[src/rtl/fwd_hazard_ctrl.sv]
// fwd_hazard_ctrl: EX operand bypass selection plus ID load-use hazard stall control
// Ports:
//   clk, rst_n                 clock, asynchronous active-low reset
//   flush                      aborts any stall in progress
//   id_valid/id_src/id_src_used  ID instruction and its read operands
//   ex_src                     EX source register addresses
//   stg_valid/regwrite/memread/rd  per-stage producer info (0 = EX ... NSTG-1 = WB)
//   fwd_sel                    per EX source: 0 = register file, i = bypass from stage i
//   stall                      freeze PC/IF/ID, bubble into EX
//   fwd_err                    sticky flag: forward taken from a load that is not yet ready
//   perf_stall_cyc/perf_hazards  counters, built only with FWD_HAZARD_PERF_EN
module fwd_hazard_ctrl #(
   parameter int AW     = 5,
   parameter int NSRC   = 2,
   parameter int NSTG   = 4,
   parameter int LD_LAT = 3,
   parameter int SELW   = $clog2(NSTG)
) (
   input  logic                 clk,
   input  logic                 rst_n,
   input  logic                 flush,
   input  logic                 id_valid,
   input  logic [NSRC*AW-1:0]   id_src,
   input  logic [NSRC-1:0]      id_src_used,
   input  logic [NSRC*AW-1:0]   ex_src,
   input  logic [NSTG-1:0]      stg_valid,
   input  logic [NSTG-1:0]      stg_regwrite,
   input  logic [NSTG-1:0]      stg_memread,
   input  logic [NSTG*AW-1:0]   stg_rd,
   output logic [NSRC*SELW-1:0] fwd_sel,
   output logic                 stall,
   output logic                 fwd_err,
   output logic [31:0]          perf_stall_cyc,
   output logic [31:0]          perf_hazards
);
   localparam int CW = $clog2(LD_LAT + 1);
   typedef enum logic {IDLE, STALL} state_t;
   state_t          state_q, state_d;
   logic [CW-1:0]   cnt_q, cnt_d, need, need_s;
   logic            fwd_err_q, fwd_err_d;
   logic [NSRC-1:0] sel_ld;
   logic            ex_hit [NSRC][NSTG];
   logic            id_hit [NSRC][NSTG];
   for (genvar s = 0; s < NSRC; s++) begin : g_src
      for (genvar i = 0; i < NSTG; i++) begin : g_stg
         logic wr;
         assign wr = stg_valid[i] && stg_regwrite[i] && (stg_rd[i*AW +: AW] != '0);
         assign ex_hit[s][i] = wr && (stg_rd[i*AW +: AW] == ex_src[s*AW +: AW]);
         assign id_hit[s][i] = wr && (stg_rd[i*AW +: AW] == id_src[s*AW +: AW]);
      end
   end
   // Scan oldest to youngest so the youngest match is the one left standing.
   always_comb begin
      fwd_sel = '0;
      sel_ld  = '0;
      for (int s = 0; s < NSRC; s++)
         for (int i = NSTG - 1; i >= 1; i--)
            if (ex_hit[s][i]) begin
               fwd_sel[s*SELW +: SELW] = SELW'(i);
               sel_ld[s] = stg_memread[i] && (i < LD_LAT);
            end
      fwd_err_d = fwd_err_q | (|sel_ld);
   end
   // Bubbles owed: a load in stage j becomes forwardable after LD_LAT-(j+1) more cycles.
   always_comb begin
      need   = '0;
      need_s = '0;
      for (int s = 0; s < NSRC; s++) begin
         need_s = '0;
         if (id_valid && id_src_used[s])
            for (int j = NSTG - 1; j >= 0; j--)
               if (id_hit[s][j])
                  need_s = (stg_memread[j] && (LD_LAT > j + 1)) ? CW'(LD_LAT - j - 1) : '0;
         need = (need_s > need) ? need_s : need;
      end
   end
   always_ff @(posedge clk or negedge rst_n)
      if (!rst_n) begin
         state_q   <= IDLE;
         cnt_q     <= '0;
         fwd_err_q <= 1'b0;
      end else begin
         state_q   <= state_d;
         cnt_q     <= cnt_d;
         fwd_err_q <= fwd_err_d;
      end
   always_comb begin
      state_d = state_q;
      cnt_d   = cnt_q;
      if (flush) begin
         state_d = IDLE;
         cnt_d   = '0;
      end else if (state_q == STALL) begin
         state_d = (cnt_q == CW'(1)) ? IDLE : STALL;
         cnt_d   = cnt_q - 1'b1;
      end else if (need != '0) begin
         state_d = (need > CW'(1)) ? STALL : IDLE;
         cnt_d   = need - 1'b1;
      end
   end
   always_comb begin
      stall   = rst_n && !flush && ((state_q == STALL) || (need != '0));
      fwd_err = fwd_err_q;
   end
`ifdef FWD_HAZARD_PERF_EN
   logic [31:0] perf_stall_cyc_q, perf_stall_cyc_d, perf_hazards_q, perf_hazards_d;
   always_comb begin
      perf_stall_cyc_d = perf_stall_cyc_q + (stall ? 32'd1 : 32'd0);
      perf_hazards_d   = perf_hazards_q + ((state_q == IDLE && need != '0 && !flush) ? 32'd1 : 32'd0);
   end
   always_ff @(posedge clk or negedge rst_n)
      if (!rst_n) begin
         perf_stall_cyc_q <= '0;
         perf_hazards_q   <= '0;
      end else begin
         perf_stall_cyc_q <= perf_stall_cyc_d;
         perf_hazards_q   <= perf_hazards_d;
      end
   assign perf_stall_cyc = perf_stall_cyc_q;
   assign perf_hazards   = perf_hazards_q;
`else
   assign perf_stall_cyc = '0;
   assign perf_hazards   = '0;
`endif
endmodule

[config.mk]
export PLATFORM = sky130hd
export DESIGN_NAME = fwd_hazard_ctrl
export DESIGN_NICKNAME = d
export VERILOG_FILES = /design/src/rtl/fwd_hazard_ctrl.sv
export SDC_FILE = /design/constraint.sdc
export NUM_CORES = 1
export LEC_CHECK = 0
export BUFFER_PORTS_ARGS = -buffer_cell sky130_fd_sc_hd__buf_2
export CELL_PAD_IN_SITES_DETAIL_PLACEMENT = 0
export CELL_PAD_IN_SITES_GLOBAL_PLACEMENT = 2
export CORE_MARGIN = 1
export CORE_UTILIZATION = 21
export CTS_CLUSTER_DIAMETER = 120
export DETAILED_ROUTE_END_ITERATION = 7
export PLACE_DENSITY_LB_ADDON = 0.2
export SYNTH_ARGS = -nofsm -noshare
export SYNTH_HDL_FRONTEND = slang
export SYNTH_SLANG_ARGS = --single-unit
[constraint.sdc]
create_clock -name clk -period 7.9 [get_ports clk]
set_clock_uncertainty 0.2 [all_clocks]
set_input_delay 1.58 -clock clk [delete_from_list [all_inputs] [get_ports clk]]
set_output_delay 1.58 -clock clk [all_outputs]
set_load 0.1 [all_outputs]
# Yosys cells after proc, flatten, opt, wreduce, memory -nomap -nowiden
# Index checks and enable logic that the tools add are counted.
# op_classes
add_sub_neg,2
mul,0
div_mod_pow,0
magnitude_cmp,3
eq_ne,11
shift,0
muxes,28
bitwise_logic,1
reduce_logical,31
# op_table
operator,count
$eq A5 B5 Y1,10
$mux W2,16
$logic_and A1 B1 Y1,22
$reduce_bool A5 Y1,4
$mux W1,12
$gt A2 B1 Y1 const B,2
$sub A2 B1 Y2 const B,2
$reduce_bool A3 Y1,1
$eq A2 B1 Y1 const B,1
$gt A2 B2 Y1,1
$reduce_bool A2 Y1,1
$reduce_or A2 Y1,1
$logic_not A1 Y1,1
$logic_or A1 B1 Y1,1
$or A1 B1 Y1,1
# totals
ff_bits,4
latch_bits,0
ramBits,0
romBits,0
input_bits,58
out_inout_bits,70
word_cells,79
n_memories,0

# Logic depth before layout (Yosys ltp)
# logic_depth
ltp_word,15
ltp_mapped,17
depth_no_buf,17

# Least setup slack after synthesis
# No wires, ideal clock.
# synth_timing
path_kind,input -> output
startpoint,input stg_rd[1]
endpoint,output stall
arrival_ns,5.878
required_time_ns,6.120
setup_slack_ns,0.242
path_stages,12
n_path_buf,0
cell_sequence,or4_1 o211ai_2 nor4_2 nor4_4 inv_1 ha_1 a21oi_1 nor3_1 a21oi_2 ha_1 nor2b_1 nor3b_1
# synth_via
elab_chain_len,12
word_cells_on_any_way,17
cone_classes,2 x order compare; 2 x eq/ne; 6 x mux; 7 x reduce/logical
# synth_rtl
element,line_no,rtl
from (decl),29,"input logic [NSTG*AW-1:0] stg_rd,"
$reduce_bool A5 Y1,47,assign wr = stg_valid[i] && stg_regwrite[i] && (stg_rd[i*AW +: AW] != '0);
$logic_and A1 B1 Y1,47,
$logic_and A1 B1 Y1,49,assign id_hit[s][i] = wr && (stg_rd[i*AW +: AW] == id_src[s*AW +: AW]);
$mux W2,72,if (id_hit[s][j])
$mux W2,70,if (id_valid && id_src_used[s])
$gt A2 B1 Y1,74,need = (need_s > need) ? need_s : need;
$mux W2,74,
$gt A2 B2 Y1,74,
$mux W2 *,74,
$reduce_bool A2 Y1 *,102,stall = rst_n && !flush && ((state_q == STALL) || (need != '0));
$logic_or A1 B1 Y1 *,102,
$logic_and A1 B1 Y1 *,102,
to (decl),31,"output logic stall,"
# Every way passes the cells marked *; elsewhere a longest branch is shown, timed or not.

# Worst setup path after layout
# Ends and elaborated chain as after synthesis.

==> results.py <==
metrics = {
    "outcome": {
        "status": "complete, no violations",
    },
    "critical_path": {
        "crit_path_start": "stg_rd[1]",
        "reg2reg_slack_ns": 6.70,
        "cp-start-kind": "input pin",
        "reg2reg_to": "cnt_q[1]",
        "rr_worst_depth": 3,
        "crit_arrival_ns": 4.57,
        "endpoint": "stall",
        "crit_path_end_kind": "output port",
        "crit_fanout": 5,
        "r2r-start": "cnt_q[0]",
        "critPathKind": "in2out",
        "cp.required_ns": 6.12,
    },
    "synth": {
        "synth_fa_ha_area_share_pct": 4.71,
        "synth-xor-area-share_pct": 27.5,
        "synth_compound_area_share_pct": 9.03,
        "ys_ff_latch": 4,
        "synthCells": 196,
        "syn_area_per_cell_um2": 8.13,
        "synth-main-ff-cell": "dfrtp_1",
        "async_reset_ff_share_pct": 100,
        "synth_simple_gate_area_share_pct": 18.8,
        "synthMuxAreaShare_pct": 0,
        "yosysWarnings": 0,
        "ys_seq_area_share_pct": 6.28,
        "synth_area_mm2": 0.00159,
        "synth_top_family_by_area": "buffers and inverters",
        "synth_cell_types": 38,
        "synth_enable_flop_cells": 0,
    },
    "placement": {
        "dpl.cell_count": 351,
        "hpwl_um": 3490,
        "place.gp.congestion": 0.725,
        "portBuffers": 62,
    },
    "worst_hold_path": {
        "hp-class": "reg2reg",
    },
    "power_and_ir_drop": {
        "p_total_w": 0.000282,
        "power.density_mw_per_mm2": 157,
        "clock_power_share_pct": 14.7,
        "p_sw_share_pct": 69.3,
        "internal_power_w": 0.0000866,
        "cellLeakagePower_nw": 0.865,
        "p_comb_share_pct": 76.4,
        "p_seq_share_pct": 8.9,
        "vdd_drop_max_mv": 0.0607,
        "p_switching_w": 0.000195,
    },
    "final_layout": {
        "syn2layout_area_growth_pct": 12.6,
        "layout-drive-gt1-share_pct": 29.4,
        "instances_no_fill": 354,
        "fill_cells": 861,
        "final_core_util_pct": 24.6,
        "num_antenna_cells": 0,
        "finalNetCount": 321,
    },
    "floorplanning": {
        "ios": 128,
        "die_w_um": 89.1,
        "rows": 31,
        "initial_core_util_pct": 21.8,
        "core_mm2": 0.00729,
        "dieArea_mm2": 0.00794,
        "fp.dieH_um": 89.1,
    },
    "timing": {
        "rsz0062_at_grt": "false",
        "slew_headroom_pct": 62.7,
        "setup_tns_ns": 0,
        "setup_violations": 0,
        "tightest_slew_ns": 0.554,
        "max_freq_ghz": 0.157,
        "finalHoldViolCount": 0,
        "slew_viol_final": 0,
        "finalCriticalPeriod_ns": 6.35,
        "finalCritPeriodShare_pct": 80.4,
    },
    "cts": {
        "cts_setup_buffers": 0,
        "cts_tree": "yes",
        "cts-root-buf": "clkbuf_8",
        "cts_buffer_depth": 2,
        "clock_latency_ns": 0.21,
        "ctsHoldBuffers": 0,
        "clkTransAtPathRegs_ns": 0.03,
        "postCtsResizedCells": 0,
        "clock-sinks": 4,
        "cts_made_buffers": 3,
        "ctsHtreeMaxLevel": 1,
    },
    "global_routing": {
        "grt_start_max_net_pins": 9,
        "use_met1_pct": 11.7,
        "use_met2_pct": 17.5,
        "grt_pass1_wl_um": 5780,
        "grt_pass1_vias": 1149,
        "use_met3_pct": 1.75,
        "top_usage_layer": "met2",
        "grt_overflow_total": 0,
        "antenna_found_initial": 0,
        "grt_usage_pct": 9.36,
    },
    "detailed_routing": {
        "drt-initial-drc-count": 13,
        "totalWireLength_um": 3810,
        "wl_per_cell_um": 10.7,
        "drt_pass1_iterations": 3,
        "antenna_left": 0,
        "vias": 1259,
        "drc": 0,
        "via_per_inst": 3.56,
    },
    "run": {
        "max-cap-violations": 0,
    },
}
## synth_stat cells, types with 2 or more instances
library cell  number  area share, %
buf_4             64             30
xnor2_1           28             15
xor2_1            22             12
nand4_1            9            3.5
ha_1               6            4.7
inv_1              6            1.4
nor3_1             6            1.9
nor2_1             5            1.2
a21oi_1            4            1.3
dfrtp_1            4            6.3
buf_2              3           0.94
nand3_1            3           0.94
nor4_1             3            1.2
o21ai_0            3           0.94
a21boi_0           2           0.94
nand4_4            2            2.7
nor2b_1            2           0.79
o211ai_2           2            1.6
or3_1              2           0.79
or4_1              2           0.94
## layout by cell type (no fill, tap or decap), types with 2 or more instances in the layout
cell      netlist  final
conb_1          1     64
buf_2           3     62
xnor2_1        28     28
xor2_1         22     22
nand4_1         9      9
inv_1           6      6
nor3_1          6      6
ha_1            6      6
nor2_1          5      5
a21oi_1         4      4
dfrtp_1         4      4
nand3_1         3      3
nor4_1          3      3
o21ai_0         3      3
clkbuf_8        0      3
or4_1           2      2
o211ai_2        2      2
nand4_4         2      2
or3_1           2      2
a21boi_0        2      2
nor2b_1         2      2
## cells by family (layout without fill, tap and decap cells)
logic type | Yosys count | after routing
other | 1 | 64
flip-flops | 4 | 4
buffers and inverters | 75 | 71
XOR/XNOR | 50 | 50
adder cells (fa/ha/maj) | 6 | 6
AND/OR/NAND/NOR | 42 | 42
AO/OA/AOI/OAI | 18 | 18
## layer usage
layer  part of all wire, %  vias up
li1                      -      652
met1                    42      552
met2                    52       55
met3                   6.6        0
met4                     0        0
met5                     0        -
## critical path, stage by stage
cell and delay (ns):
buf_2 0.13, or4_1 0.53, o211ai_2 0.19, nor4_2 0.10, nor4_4 0.31, inv_1 0.08
ha_1 0.28, a21oi_1 0.09, nor3_1 0.20, a21oi_2 0.07, ha_1 0.26, nor2b_1 0.15
nor3b_1 0.17, buf_2 0.45
## flip-flops by register name, summed over array words and instances (netlist names)
signal and flops:
cnt_q 2, fwd_err 1, state_q 1
## worst min-delay path by stage
stage                  from  endpoint  slack (ns)  depth (start not counted)
finish              fwd_err   fwd_err        0.29                          1
global route        fwd_err   fwd_err        0.34                          1
CTS                 fwd_err   fwd_err        0.29                          1
global placement    fwd_err   fwd_err        0.28                          1
detailed placement  fwd_err   fwd_err        0.28                          1
floorplan           state_q   state_q        0.35                          1
## layout make-up
type                       count  area, um2  share of cell area (%)
inverter                       6       22.5                    1.26
multi-input combinational    180       1200                    66.7
timing repair buffer          62        310                    17.3
tap                           99        124                    6.90
clock buffer                   3       41.3                    2.30
sequential                     4        100                    5.58
## per-stage QoR
| step | instance area (um2) | hold slack [ns] | setup WS (ns) |
|---|---|---|---|
| 3_3_place_gp | 1750 | 0.283 | 1.54 |
| 6_report | 1790 | 0.293 | 1.55 |
| 3_5_place_dp | 1750 | 0.285 | 1.55 |
| 4_1_cts | 1790 | 0.291 | 1.53 |
| 5_1_grt | 1790 | 0.345 | 1.31 |
| 2_1_floorplan | 1830 | 0.345 | 0.242 |
## power by group through the flow
stage,Clock [W],Sequential (W),Combinational (W)
after floorplan,0,0.0000428,0.000192
after global placement,0,0.0000251,0.000216
after detailed placement,0,0.0000251,0.000216
after CTS,0.0000427,0.0000250,0.000216
after global routing,0.0000440,0.0000257,0.000225
final,0.0000415,0.0000250,0.000215
Power figures use the tool's default switching activity.
